### src/rtl/clkdiv_seq_pkg.sv
// Shared types and constants for the clock-divider update sequencer.
package clkdiv_seq_pkg;

    // Sequencer states: gate the clock, push the ratio, let it settle.
    typedef enum logic [1:0] {
        IDLE   = 2'd0,
        GATE   = 2'd1,
        PUSH   = 2'd2,
        SETTLE = 2'd3
    } seq_state_t;

    // Default timing, in HCLK cycles.
    localparam int DEF_DIV_WIDTH     = 8;
    localparam int DEF_GATE_CYCLES   = 4;
    localparam int DEF_SETTLE_CYCLES = 8;
    localparam int DEF_ACK_TIMEOUT   = 64;

    // Channel indices on the shared configuration bus.
    localparam logic CH0 = 1'b0;
    localparam logic CH1 = 1'b1;

    // Largest of three values; sizes the shared phase counter.
    function automatic int max3(input int a, input int b, input int c);
        int m;
        m = (a > b) ? a : b;
        return (m > c) ? m : c;
    endfunction

endpackage

### src/rtl/rr_arb2.sv
// Two-way round-robin arbiter: a lone requester wins outright, a tie goes to
// the channel that was not granted last time.
module rr_arb2
    import clkdiv_seq_pkg::*;
(
    input  logic [1:0] req,
    input  logic       last_grant,
    output logic       grant,
    output logic       valid
);

    // Pick the winning channel from the request vector and the previous winner.
    always_comb begin
        // NOTE: every output of a combinational block gets a default first, so no path leaves it unassigned and infers a latch.
        grant = CH0;
        case (req)
            2'b01:   grant = CH0;
            2'b10:   grant = CH1;
            2'b11:   grant = ~last_grant;
            default: grant = CH0;
        endcase
    end

    assign valid = |req;

endmodule

### src/rtl/clkdiv_update_seq.sv
// Runtime reprogramming sequencer for the two SoC clock dividers.
// Captures divider write strobes, arbitrates the shared configuration bus
// round-robin, and for each update gates the clock, pushes the ratio with a
// valid/ack handshake, waits for the divider to settle and ungates the clock.
// Optional build macro CLKDIV_SEQ_SKIP_SAME_EN: drop requests whose ratio
// equals the last ratio the divider acknowledged.
module clkdiv_update_seq
    import clkdiv_seq_pkg::*;
#(
    parameter int DIV_WIDTH     = DEF_DIV_WIDTH,
    parameter int GATE_CYCLES   = DEF_GATE_CYCLES,
    parameter int SETTLE_CYCLES = DEF_SETTLE_CYCLES,
    parameter int ACK_TIMEOUT   = DEF_ACK_TIMEOUT
) (
    input  logic                 HCLK,
    input  logic                 HRESET,
    input  logic [DIV_WIDTH-1:0] div0_value_i,
    input  logic                 div0_valid_i,
    input  logic [DIV_WIDTH-1:0] div1_value_i,
    input  logic                 div1_valid_i,
    output logic [DIV_WIDTH-1:0] div_data_o,
    output logic                 div_sel_o,
    output logic                 div_valid_o,
    input  logic                 div_ack_i,
    output logic                 clk_en0_o,
    output logic                 clk_en1_o,
    output logic                 busy_o,
    output logic [1:0]           pending_o,
    output logic                 timeout_o
);

    // One down-counter times every phase; it is reloaded on each state entry.
    localparam int CNT_MAX = max3(GATE_CYCLES, SETTLE_CYCLES, ACK_TIMEOUT);
    localparam int CNT_W   = $clog2(CNT_MAX) + 1;

    localparam logic [CNT_W-1:0] GATE_LOAD   = CNT_W'(GATE_CYCLES - 1);
    localparam logic [CNT_W-1:0] ACK_LOAD    = CNT_W'(ACK_TIMEOUT - 1);
    localparam logic [CNT_W-1:0] SETTLE_LOAD = CNT_W'(SETTLE_CYCLES - 1);

    seq_state_t           state;
    logic [CNT_W-1:0]     cnt;
    logic [1:0]           pend;
    logic [1:0]           strobe;
    logic [1:0]           clr;
    logic [DIV_WIDTH-1:0] hold [2];
    logic                 last_grant;
    logic                 arb_grant;
    logic                 arb_valid;
    logic                 grant_fire;
    logic                 start;

    assign strobe     = {div1_valid_i, div0_valid_i};
    assign grant_fire = (state == IDLE) && arb_valid;
    assign busy_o     = (state != IDLE);
    assign pending_o  = pend;

    rr_arb2 u_arb (
        .req        (pend),
        .last_grant (last_grant),
        .grant      (arb_grant),
        .valid      (arb_valid)
    );

`ifdef CLKDIV_SEQ_SKIP_SAME_EN
    logic [DIV_WIDTH-1:0] applied [2];

    // A granted request only runs if its ratio differs from what the divider already holds.
    assign start = grant_fire && (hold[arb_grant] != applied[arb_grant]);
`else
    assign start = grant_fire;
`endif

    // Pending bit of the granted channel is consumed at grant time.
    always_comb begin
        clr = '0;
        if (grant_fire) begin
            clr[arb_grant] = 1'b1;
        end
    end

    // Pending flags: a new strobe always wins over the grant-time clear.
    always_ff @(posedge HCLK) begin
        if (HRESET) begin
            pend <= '0;
        end else begin
            pend <= (pend & ~clr) | strobe;
        end
    end

    // Latest written ratio per channel.
    // NOTE: hold is pure data qualified by pend, so it carries no reset and stays a plain register bank.
    always_ff @(posedge HCLK) begin
        if (div0_valid_i) begin
            hold[CH0] <= div0_value_i;
        end
        if (div1_valid_i) begin
            hold[CH1] <= div1_value_i;
        end
    end

    // Sequencer FSM with registered bus, clock-enable and timeout outputs.
    always_ff @(posedge HCLK) begin
        // NOTE: all state here updates with non-blocking assignments so every register samples pre-edge values.
        if (HRESET) begin
            state       <= IDLE;
            cnt         <= '0;
            last_grant  <= CH1;
            div_data_o  <= '0;
            div_sel_o   <= CH0;
            div_valid_o <= 1'b0;
            clk_en0_o   <= 1'b1;
            clk_en1_o   <= 1'b1;
            timeout_o   <= 1'b0;
`ifdef CLKDIV_SEQ_SKIP_SAME_EN
            applied[CH0] <= '0;
            applied[CH1] <= '0;
`endif
        end else begin
            timeout_o <= 1'b0;
            case (state)
                IDLE: begin
                    if (arb_valid) begin
                        last_grant <= arb_grant;
                    end
                    if (start) begin
                        div_sel_o  <= arb_grant;
                        div_data_o <= hold[arb_grant];
                        clk_en0_o  <= (arb_grant != CH0);
                        clk_en1_o  <= (arb_grant != CH1);
                        cnt        <= GATE_LOAD;
                        state      <= GATE;
                    end
                end
                GATE: begin
                    if (cnt == '0) begin
                        div_valid_o <= 1'b1;
                        cnt         <= ACK_LOAD;
                        state       <= PUSH;
                    end else begin
                        cnt <= cnt - 1'b1;
                    end
                end
                PUSH: begin
                    if (div_valid_o && div_ack_i) begin
                        div_valid_o <= 1'b0;
                        cnt         <= SETTLE_LOAD;
                        state       <= SETTLE;
`ifdef CLKDIV_SEQ_SKIP_SAME_EN
                        applied[div_sel_o] <= div_data_o;
`endif
                    end else if (cnt == '0) begin
                        timeout_o   <= 1'b1;
                        div_valid_o <= 1'b0;
                        cnt         <= SETTLE_LOAD;
                        state       <= SETTLE;
                    end else begin
                        cnt <= cnt - 1'b1;
                    end
                end
                SETTLE: begin
                    if (cnt == '0) begin
                        clk_en0_o <= 1'b1;
                        clk_en1_o <= 1'b1;
                        cnt       <= '0;
                        state     <= IDLE;
                    end else begin
                        cnt <= cnt - 1'b1;
                    end
                end
                default: begin
                    state <= IDLE;
                end
            endcase
        end
    end

endmodule

### config.mk
export PLATFORM = sky130hd
export DESIGN_NAME = clkdiv_update_seq
export DESIGN_NICKNAME = d
export VERILOG_FILES = /design/src/rtl/clkdiv_seq_pkg.sv /design/src/rtl/rr_arb2.sv /design/src/rtl/clkdiv_update_seq.sv
export SDC_FILE = /design/constraint.sdc
export NUM_CORES = 1
export LEC_CHECK = 0
export BUFFER_PORTS_ARGS = -buffer_cell sky130_fd_sc_hd__buf_2
export CAP_MARGIN = 20
export CORE_MARGIN = 2
export CORE_UTILIZATION = 45
export CTS_CLUSTER_DIAMETER = 50
export CTS_CLUSTER_SIZE = 8
export DETAILED_ROUTE_END_ITERATION = 7
export PLACE_DENSITY = 0.68
export RECOVER_POWER = 50
export SYNTH_ARGS = -nofsm -noshare
export SYNTH_HDL_FRONTEND = slang
export SYNTH_HIERARCHICAL = 1
export SYNTH_SLANG_ARGS = --single-unit
### constraint.sdc
create_clock -name HCLK -period 2.8 [get_ports HCLK]
set_input_delay 0.56 -clock HCLK [delete_from_list [all_inputs] [get_ports HCLK]]
set_output_delay 0.56 -clock HCLK [all_outputs]
set_load 0.02 [all_outputs]
Yosys cells after proc, flatten, opt, wreduce, memory -nomap -nowiden
Memory sizes are Yosys's and may differ from the RTL's. A register that Yosys moved wholly into a read port is not among the register bits.
Cells that the tools add are included.
W data, S select, Z words.
{ "classes": {"n_addsub": 1, "magnitude_cmp": 2, "eq_ne": 9, "muxes": 29, "bitwise": 6, "reduce_logical": 15} }
{ "ops": {"columns": ["op", "count"], "rows": [
  ["$mux W7", 5],
  ["$pmux W7 S4", 1],
  ["$mux W2", 6],
  ["$mux W1", 11],
  ["$eq A2 B2 Y1 const B", 4],
  ["$pmux W1 S2", 4],
  ["$pmux W2 S4", 1],
  ["$logic_not A7 Y1", 1],
  ["$sub A7 B1 Y7 const B", 1],
  ["$ne A2 B2 Y1 const B", 3],
  ["$reduce_and A3 Y1", 2],
  ["$reduce_bool A2 Y1", 3],
  ["$reduce_and A2 Y1", 2],
  ["$reduce_and A4 Y1", 1],
  ["$logic_and A1 B1 Y1", 3],
  ["$ne A3 B3 Y1 const B", 1],
  ["$not A1 Y1", 3],
  ["$reduce_or A3 Y1", 1],
  ["$and A2 B2 Y2", 1],
  ["$eq A2 B1 Y1 const B", 1],
  ["$logic_not A2 Y1", 1],
  ["$lt A1 B2 Y1 const B", 1],
  ["$not A2 Y2", 1],
  ["$or A2 B2 Y2", 1],
  ["3 further kinds", 3]
]} }
{ "totals": {"ff_bits": 17, "ramBits": 16, "wordCells": 72, "mem_count": 1} }
{ "memory_table": {"columns": ["name", "depth", "word_bits", "read_ports", "rd_clocked_by_memory_dff", "write_ports", "line", "text"], "rows": [
  ["hold", 2, 8, 1, 1, 2, "clkdiv_update_seq.sv:45", "logic [DIV_WIDTH-1:0] hold [2];"]
]} }

Depth between registers and ports, before layout
Gate-level depths: netlist of run 1.
{ "depth": {"word_depth": 10, "mapped_depth": 7} }

By module
Netlist of run 1, hierarchy kept.
{ "modules_own_cells": {"columns": ["module", "n_inst", "cells_per_inst", "area_each_um2", "seq_area_each_um2"], "rows": [
  ["clkdiv_update_seq", 1, 160, 1775.5, 980.9],
  ["rr_arb2", 1, 2, 13.8, 0.0]
]} }

Worst setup path before layout of run 1
Ideal clock, no wire load.
{ "synth_path": {"path_type": "flip-flop to flip-flop", "from": "register state[0]", "to": "register cnt[4]", "setup_ns": 0.086, "t_arrival_ns": 1.589, "required_time_ns": 2.714, "slack_ns": 1.125, "path_stages_with_launch": 8, "path_buffers": 1, "period_less_slack_ns": 1.675, "cell_sequence": "dfxtp_1 -> inv_1 -> ha_1 -> nor2b_1 -> clkbuf_1 -> a211oi_2 -> o2111ai_1 -> a211oi_1"} }
{ "synth_between": {"elab_chain_cells": 3} }
{ "synth_lines": {"columns": ["item", "line", "text"], "rows": [
  ["start: declaration", "clkdiv_update_seq.sv:40", "seq_state_t state;"],
  ["start signal: assignment", "clkdiv_update_seq.sv:105", "state <= IDLE;"],
  ["start signal: assignment", "clkdiv_update_seq.sv:131", "state <= GATE;"],
  ["start signal: assignment", "clkdiv_update_seq.sv:138", "state <= PUSH;"],
  ["branches (longest 3 deep; another with $pmux W7 S4)", null, null],
  ["end signal: assignment", "clkdiv_update_seq.sv:140", "cnt <= cnt - 1'b1;"],
  ["end signal: assignment", "clkdiv_update_seq.sv:157", "cnt <= cnt - 1'b1;"],
  ["end signal: assignment", "clkdiv_update_seq.sv:167", "cnt <= cnt - 1'b1;"],
  ["end: declaration", "clkdiv_update_seq.sv:41", "logic [CNT_W-1:0] cnt;"]
]} }
Parallel ways; which one is timed is not known.
A chain may end at the register's enable or synchronous reset.

Worst setup path after layout of run 1
{ "layout_path": {"from": "register cnt[0]", "to": "register cnt[0]"} }
{ "layout_between": {"elab_chain_cells": 4} }
{ "layout_lines": {"columns": ["item", "line", "text"], "rows": [
  ["$sub A7 B1 Y7 / $logic_not A7 Y1 (equally long branches)", null, null],
  ["$mux W7", "clkdiv_update_seq.sv:151", "end else if (cnt == '0) begin"],
  ["$mux W7", "clkdiv_update_seq.sv:144", "if (div_valid_o && div_ack_i) begin"],
  ["$pmux W7 S4 (*)", "clkdiv_update_seq.sv:120", "case (state)"]
]} }
Mark *: on every way between the ends. The rest lies on a longest branch, timed or not.

==> impl_metrics.json, run 1 <==
{
  "status": "complete, no violations",
  "area_growth_pct": 16.8,
  "ir_drop_mv": 0.441,
  "synth-seq-cells": 41,
  "yosysWarnings": 6,
  "die_area_um2": 4500,
  "slew_violations": 0,
  "rsz0062_at_grt": "false",
  "synthCells": 162,
  "numCtsBuffers": 5,
  "post_cts_hold_buffer_count": 0,
  "hold_path.class": "input port to flop",
  "hold_viol_final": 0,
  "dp.cells": 240,
  "finalCritPeriodShare_pct": 69.2,
  "syn-num-nets": 189,
  "grt_pass1_vias": 1338,
  "cts_tree": "yes",
  "drv_cap": 0,
  "wl_mm": 3.41,
  "yosysMostFrequentCell": "dfxtp_1",
  "drive_gt1_share_pct": 23.0,
  "path_clk_slew_ns": 0.08,
  "clockBufferDepth": 2,
  "placed_area_um2": 2010,
  "die_w_um": 67.1,
  "syn_area_um2": 1790,
  "syn_area_per_cell_um2": 11.0,
  "path_class": "flop to flop",
  "hpwlAfterDp_mm": 2.52,
  "leakagePower_uw": 0.000817,
  "io_buffers": 36,
  "tightestPinTransition_ns": 0.653,
  "via_per_inst": 5.44,
  "post-cts-setup-buffers": 0,
  "grt_start_max_net_pins": 26,
  "critPathLaunchType": "flop",
  "cp.required_ns": 2.99,
  "synth.top_cell.area_share_pct": 28.0,
  "clkSinkCount": 41,
  "relSlewSlack_pct": 56.4,
  "async_flop_share_pct": 0,
  "antenna_found_initial": 0,
  "drtIter0Drc": 121,
  "cp-end-kind": "flop",
  "top_level_ports": 37,
  "layout.nets": 226,
  "synth_commonest_cells": "25 x dfxtp_1, 16 x edfxtp_1, 15 x nor2_1",
  "ant_nets": 0,
  "total_power_uw": 1980,
  "clock.fmax_mhz": 516,
  "cts_root_buffer": "clkbuf_8",
  "gr-total-overflow": 0,
  "core_um2": 3740,
  "reg2reg_depth": 6,
  "fin_skew_ns": 0.00515,
  "path_max_fanout": 6,
  "finalSetupViolCount": 0,
  "cpPeakStageDelay_ns": 0.38,
  "crit_chain": "inv_1 -> ha_1 -> nor4b_4 -> nand2_1 -> o2bb2ai_1 -> a221oi_1",
  "yosysTopAreaCell": "dfxtp_1",
  "initial_core_util_pct": 47.8,
  "tns_ns": 0,
  "track_usage_pct": 17.2,
  "cp.arrival_ns": 2.13,
  "period_needed_ns": 1.94,
  "synth_seq_area_share_pct": 54.8,
  "htreeDepth": 2,
  "hold_depth": 1,
  "powerDensity_nw_per_um2": 947,
  "synth_edf_count": 16,
  "rows": 22,
  "grt_pass1_wl_mm": 5.75,
  "final_cell_area_um2": 2090,
  "die_h_um": 67.1,
  "finalNonFillerCells": 248,
  "post_cts_resized": 0,
  "first_pass_iters": 4,
  "synthFlopType": "dfxtp_1",
  "clk_latency_ns": 0.29,
  "synthTopCellsByArea": "dfxtp_1 28%, edfxtp_1 27%, a211oi_1 5.9%, mux2i_1 4.5%, ha_1 4.2%",
  "synth_cell_type_count": 41,
  "worst_path_max_delay_cell": "nor4b_4",
  "n_antenna_cell": 0,
  "place.gp.congestion": 0.847,
  "detail_route.wl_per_cell_um": 13.8,
  "route.detailed.drc": 0,
  "vias": 1348
}
placed cells by master, fill, tap and decap left out, drive strengths merged, types with 2 or more instances in the layout:
cell type	synthesis	final
ha	6	6
or2	3	3
clkbuf	7	11
a211oi	15	15
edfxtp	16	16
clkinv	0	3
a221oi	2	2
nor2	15	15
inv	9	9
o21ai	6	6
mux2i	8	8
a21boi	2	2
o21bai	2	2
o2bb2ai	2	2
a21oi	12	12
nand2	8	8
dfxtp	25	25
nor3	2	2
nand3	2	2
a21bo	2	2
buf	0	31
state kept, by name, summed over array words and instances, names as in the netlist:
register and count:
div_sel_o 1, div_valid_o 1, state 2, div_data_o 8
last_grant 1, clk_en0_o 1, timeout_o 1, pending_o 2
hold 16, cnt 7, clk_en1_o 1
area by class of cell:
cell class / instances / area, um2
Fill cell: 359 / 1650
Sequential cell: 41 / 981
Multi-Input combinational cell: 105 / 748
Timing Repair Buffer: 37 / 180
Clock buffer: 5 / 68.8
Tap cell: 48 / 60.1
Inverter: 9 / 33.8
Clock inverter: 3 / 17.5
stage by stage:
step / worst slack [ns] / hold slack [ns] / util (%)
floorplan: 1.13 / 0.438 / -
global placement: 1.02 / 0.441 / 53.7
detailed placement: 0.877 / 0.452 / 53.7
CTS: 0.847 / 0.434 / 56.0
global route: 0.740 / 0.433 / 55.8
finish: 0.861 / 0.441 / 55.8
path summary, 6_finish.rpt:
path                   startpoint          to  slack, ns
setup reg to reg           cnt[0]      cnt[0]       0.86
hold / removal    div1_value_i[2]  hold[1][2]       0.44
setup / recovery           cnt[0]      cnt[0]       0.86
hold reg to reg         div_sel_o   div_sel_o       0.46
logic make-up (layout without fill, tap and decap cells):
logic type                 Yosys count  after routing  share of synthesized area [%]
buffers and inverters               16             54                           3.36
and+or+nand+nor                     37             37                           10.8
DFF                                 41             41                           54.8
xor gates and xnor gates             1              1                          0.490
muxes                                8              8                           4.48
adders and majority gates            6              6                           4.20
AOI/OAI and AO/OA                   53             53                           21.9
report_power, final:
part	switching [uW]	leakage, uW	internal [uW]
registers	83.0	0.000363	739
logic	480	0.000409	307
clock network	198	0.0000455	172
critical path, delay by kind of cell (launching register included):
kind / cells / cell delay [ns]
AND/OR/NAND/NOR: 2 / 0.62
AO/OA/AOI/OAI: 2 / 0.49
flip-flops: 1 / 0.34
adder cells (fa/ha/maj): 1 / 0.31
buffers and inverters: 1 / 0.08
routing by layer:
layer  up-vias  track usage, %  part of all wire (%)
li1        673               -                     -
met1       626            19.7                    42
met2        40            30.2                    51
met3         9            4.05                   4.7
met4         0            7.65                   1.9
met5         -               0                     0
No activity file was read; power rests on OpenSTA's default activity.
==> inputs of run 2 (changes only) <==
==> constraint.sdc (replaced) <==
create_clock -name HCLK -period 1.8 [get_ports HCLK]
set_input_delay 0.36 -clock HCLK [delete_from_list [all_inputs] [get_ports HCLK]]
set_output_delay 0.36 -clock HCLK [all_outputs]
set_load 0.02 [all_outputs]
==> run 2 against run 1 <==
  * Wire length increased by 1.8%
  * Clock skew increased by 0.0018 ns
  * Via count increased by 0.59%
==> impl_metrics.json, run 2 (synthesis gave the netlist of run 1 again) <==
{
  "die_w_um": 67.1,
  "grt_pass1_vias": 1264,
  "status": "complete, no violations",
  "die_area_um2": 4500,
  "core_um2": 3740,
  "powerDensity_nw_per_um2": 1530,
  "grt_start_max_net_pins": 26,
  "numCtsBuffers": 5,
  "relSlewSlack_pct": 67.5,
  "path_clk_slew_ns": 0.07,
  "crit_chain": "inv_1 -> ha_1 -> nor4b_4 -> buf_4 -> and3_1 -> o21ai_1 -> a31oi_1",
  "worst_path_max_delay_cell": "dfxtp_1",
  "vias": 1356,
  "slew_violations": 0,
  "final_common_cell": "buf_2",
  "dp_slack_ns": -0.0426,
  "leakagePower_uw": 0.000845,
  "cp.required_ns": 2.00,
  "cpPeakStageDelay_ns": 0.33,
  "drtIter0Drc": 103,
  "clk_latency_ns": 0.28,
  "tightestPinTransition_ns": 0.488,
  "track_usage_pct": 17.3,
  "die_h_um": 67.1,
  "rows": 22,
  "dp.cells": 242,
  "grt_pass1_wl_mm": 5.82,
  "via_per_inst": 5.40,
  "rsz0062_at_grt": "true",
  "top_level_ports": 37,
  "crit_buf_inv": 2,
  "post_cts_hold_buffer_count": 0,
  "hpwlAfterDp_mm": 2.65,
  "final_cell_mix": "31 x buf_2, 23 x dfxtp_1, 16 x edfxtp_1",
  "finalNonFillerCells": 251,
  "antenna_found_initial": 0,
  "drv_cap": 0,
  "fin_skew_ns": 0.00700,
  "largest_register": "hold",
  "n_antenna_cell": 0,
  "gr-total-overflow": 0,
  "wl_mm": 3.47,
  "path_max_fanout": 5,
  "first_pass_iters": 4,
  "clockBufferDepth": 2,
  "fin_hold_ws_ns": 0.249,
  "cts_tree": "yes",
  "io_buffers": 36,
  "cp_top_family": "simple AND/OR/NAND/NOR gates",
  "htreeDepth": 2,
  "clkSinkCount": 41,
  "layout.nets": 229,
  "critPathLaunchType": "flop",
  "hold_viol_final": 0,
  "cp-end-kind": "flop",
  "placed_area_um2": 2030,
  "cts_root_buffer": "clkbuf_8",
  "layout_setup_ws_ns": 0.0903,
  "ant_nets": 0,
  "finalCritPeriodShare_pct": 95.0,
  "initial_core_util_pct": 47.8,
  "route.detailed.drc": 0,
  "reg_top3": "hold: 16 flops, div_data_o: 8 flops, cnt: 7 flops",
  "drive_gt1_share_pct": 28.1,
  "place.gp.congestion": 0.881,
  "cp.arrival_ns": 1.91,
  "largest_register_ffs": 16,
  "period_needed_ns": 1.71,
  "clock.fmax_mhz": 585,
  "ir_drop_mv": 0.634,
  "finalSetupViolCount": 0,
  "final_cell_area_um2": 2170,
  "path_class": "flop to flop",
  "hold_path.class": "input port to flop",
  "detail_route.wl_per_cell_um": 13.8,
  "area_growth_pct": 21.0
}
run 2: area by class of cell:
class                   instances  area (um2)
clock buffers                   5        68.8
clock inverters                 3        41.3
fillers                       346        1580
inverters                       9        33.8
multi-input cells             105         774
flip-flops and latches         41         983
well taps                      48        60.1
repair buffers                 40         204
run 2: final timing paths:
check / from / to / cells after the start / slack, ns
max: cnt[0] / cnt[5] / 7 / 0.09
min: div0_value_i[3] / hold[0][3] / 1 / 0.25
min reg2reg: div_sel_o / div_sel_o / 2 / 0.46
max reg2reg: cnt[0] / cnt[5] / 7 / 0.09
run 2: what timing repair did:
action	in CTS	in global routing
setup endpoints to repair	1	14
pin swaps	0	2
gates cloned	0	0
setup buffers	0	1
resized for setup	2	7
run 2: worst register-to-register path, delay by kind of cell (launching register included):
kind / cells / cell delay [ns]
compound gates: 2 / 0.32
fa+ha+maj: 1 / 0.18
buf+inv: 2 / 0.26
flops: 1 / 0.33
simple gates: 2 / 0.53
run 2: report_power, final:
group          internal (uW)  total [uW]  switching, uW
Clock                    408         709            301
Sequential              1150        1290            138
Combinational            546        1320            777
Total                   2110        3320           1220
run 2: stage by stage:
step	utilization (%)	TNS [ns]	power, uW
final	57.9	0	3320
after global routing	57.9	-0.0152	3540
after CTS	57.3	0	3310
after detailed placement	54.1	-0.0426	2570
after global placement	54.1	0	2510
after floorplan	-	0	2210
run 2: metal layers:
metal	vias to the layer above	share of wire, %	track usage [%]
li1	679	-	-
met1	635	42	21.2
met2	35	52	29.3
met3	7	4.3	3.55
met4	0	1.3	6.89
met5	-	0	0
==> inputs of run 3 (changes only) <==
--- a/config.mk
+++ b/config.mk
@@ -12,9 +12,12 @@
 export CTS_CLUSTER_DIAMETER = 50
 export CTS_CLUSTER_SIZE = 8
 export DETAILED_ROUTE_END_ITERATION = 7
+export GPL_TIMING_DRIVEN = 0
 export PLACE_DENSITY = 0.68
 export RECOVER_POWER = 50
+export SETUP_SLACK_MARGIN = 0.4
 export SYNTH_ARGS = -nofsm -noshare
 export SYNTH_HDL_FRONTEND = slang
 export SYNTH_HIERARCHICAL = 1
 export SYNTH_SLANG_ARGS = --single-unit
+export TNS_END_PERCENT = 30
==> run 3 against run 2 <==
  * Sequential power is essentially flat
  * Fmax rose by 6.2%
  * Largest power group unchanged
  * Clock skew increased by 0.0022 ns
  * Critical endpoint is now cnt[4]
  * Largest cell class unchanged
  * Total power up 6.6%
  * Wire length grew 12%
  * Non-clock buffer count increased by 11
  * Critical path type unchanged
  * Die area unchanged
  * First-iteration DRC count rose by 9.7%
==> impl_metrics.json, run 3 (synthesis gave the netlist of run 1 again) <==
{
  "ir_drop_mv": 0.689,
  "gr-total-overflow": 0,
  "status": "complete, no violations",
  "drtIter0Drc": 113,
  "fin_skew_ns": 0.00921,
  "hpwlAfterDp_mm": 2.62,
  "clockBufferDepth": 2,
  "post_cts_hold_buffer_count": 0,
  "final_common_cell": "buf_2",
  "powerDensity_nw_per_um2": 1520,
  "tightestPinTransition_ns": 0.536,
  "grt_start_max_net_pins": 14,
  "vias": 1423,
  "layout.nets": 240,
  "via_per_inst": 5.43,
  "cts_tree": "yes",
  "place.gp.congestion": 0.892,
  "period_needed_ns": 1.61,
  "hold_viol_final": 0,
  "total_power_uw": 3540,
  "io_buffers": 35,
  "tns_ns": 0,
  "die_h_um": 67.1,
  "area_growth_pct": 30.3,
  "top_level_ports": 37,
  "cp.arrival_ns": 1.82,
  "r2r_slack_ns": 0.19,
  "n_antenna_cell": 0,
  "first_pass_iters": 4,
  "layout_setup_ws_ns": 0.190,
  "initial_core_util_pct": 47.8,
  "drive_gt1_share_pct": 38.3,
  "clock.fmax_mhz": 621,
  "die_area_um2": 4500,
  "numCtsBuffers": 5,
  "path_max_fanout": 4,
  "finalCritPeriodShare_pct": 89.5,
  "path_clk_slew_ns": 0.08,
  "grt_pass1_vias": 1385,
  "hold_path.class": "input port to flop",
  "track_usage_pct": 19.1,
  "reg_top3": "hold: 16 flops, div_data_o: 8 flops, cnt: 7 flops",
  "route.detailed.drc": 0,
  "final_cell_mix": "29 x buf_2, 20 x dfxtp_1, 16 x edfxtp_1",
  "largest_register": "hold",
  "ant_nets": 0,
  "leakagePower_uw": 0.000896,
  "final_cell_area_um2": 2330,
  "critPathLaunchType": "flop",
  "die_w_um": 67.1,
  "finalSetupViolCount": 0,
  "clkSinkCount": 41,
  "wl_mm": 3.91,
  "placed_area_um2": 2080,
  "path_class": "flop to flop",
  "relSlewSlack_pct": 64.3,
  "htreeDepth": 2,
  "dp_slack_ns": 0.0870,
  "clk_latency_ns": 0.29,
  "slew_violations": 0,
  "antenna_found_initial": 0,
  "drv_cap": 0,
  "cp-end-kind": "flop",
  "cp.required_ns": 2.01,
  "core_um2": 3740,
  "detail_route.wl_per_cell_um": 14.9,
  "rsz0062_at_grt": "true",
  "rows": 22,
  "cts_root_buffer": "clkbuf_8",
  "grt_pass1_wl_mm": 6.23,
  "largest_register_ffs": 16
}
[run 3: cell types whose count changed in the layout (fill, tap and decap cells not counted), sizes merged]
cell    previous run  this run
clkinv             1         2
buf               35        39
bufinv             1         0
clkbuf            10        17
[run 3: metrics by stage]
stage	util, %	std cells	hold slack [ns]
finish	62.3	262	0.240
floorplan	-	162	0.438
global route	62.3	262	0.221
detailed placement	55.6	245	0.448
CTS	62.1	261	0.231
global placement	55.6	245	0.446
[run 3: path summary, 6_finish.rpt]
path                         from         end  cells past startpoint
setup reg to reg         state[0]      cnt[4]                      6
hold / removal    div1_value_i[7]  hold[1][7]                      1
hold reg to reg         div_sel_o   div_sel_o                      2
setup / recovery         state[0]      cnt[4]                      6
[run 3: area by class of cell]
class | instances | area (um2)
fillers | 327 | 1410
flip-flops and latches | 41 | 992
repair buffers | 44 | 248
well taps | 48 | 60.1
plain buffers | 7 | 41.3
clock inverters | 3 | 17.5
multi-input cells | 105 | 863
inverters | 9 | 41.3
clock buffers | 5 | 68.8
[run 3: repair_timing]
item                       in CTS  in global routing
setup endpoints to repair      23                 24
setup buffers                   8                  1
resized for setup              21                  4
pin swaps                       8                  3
[run 3: where the power goes]
part	internal (uW)	leakage, uW	switching, uW
logic	734	0.000488	911
registers	1160	0.000365	150
clock network	268	0.0000439	317
[run 3: critical path, cell delays in order, from the launching register on]
cell,delay [ns]
dfxtp_4,0.37
inv_4,0.08
ha_4,0.13
a21bo_4,0.24
a211oi_4,0.29
o2111ai_2,0.18
a211oi_2,0.24
[run 3: metal layers]
metal	GRT usage [%]	vias to the layer above	wire, um
met3	5.07	10	157
met2	33.3	44	2030
li1	-	702	-
met4	9.44	0	92
met1	21.1	667	1630
met5	0	-	0
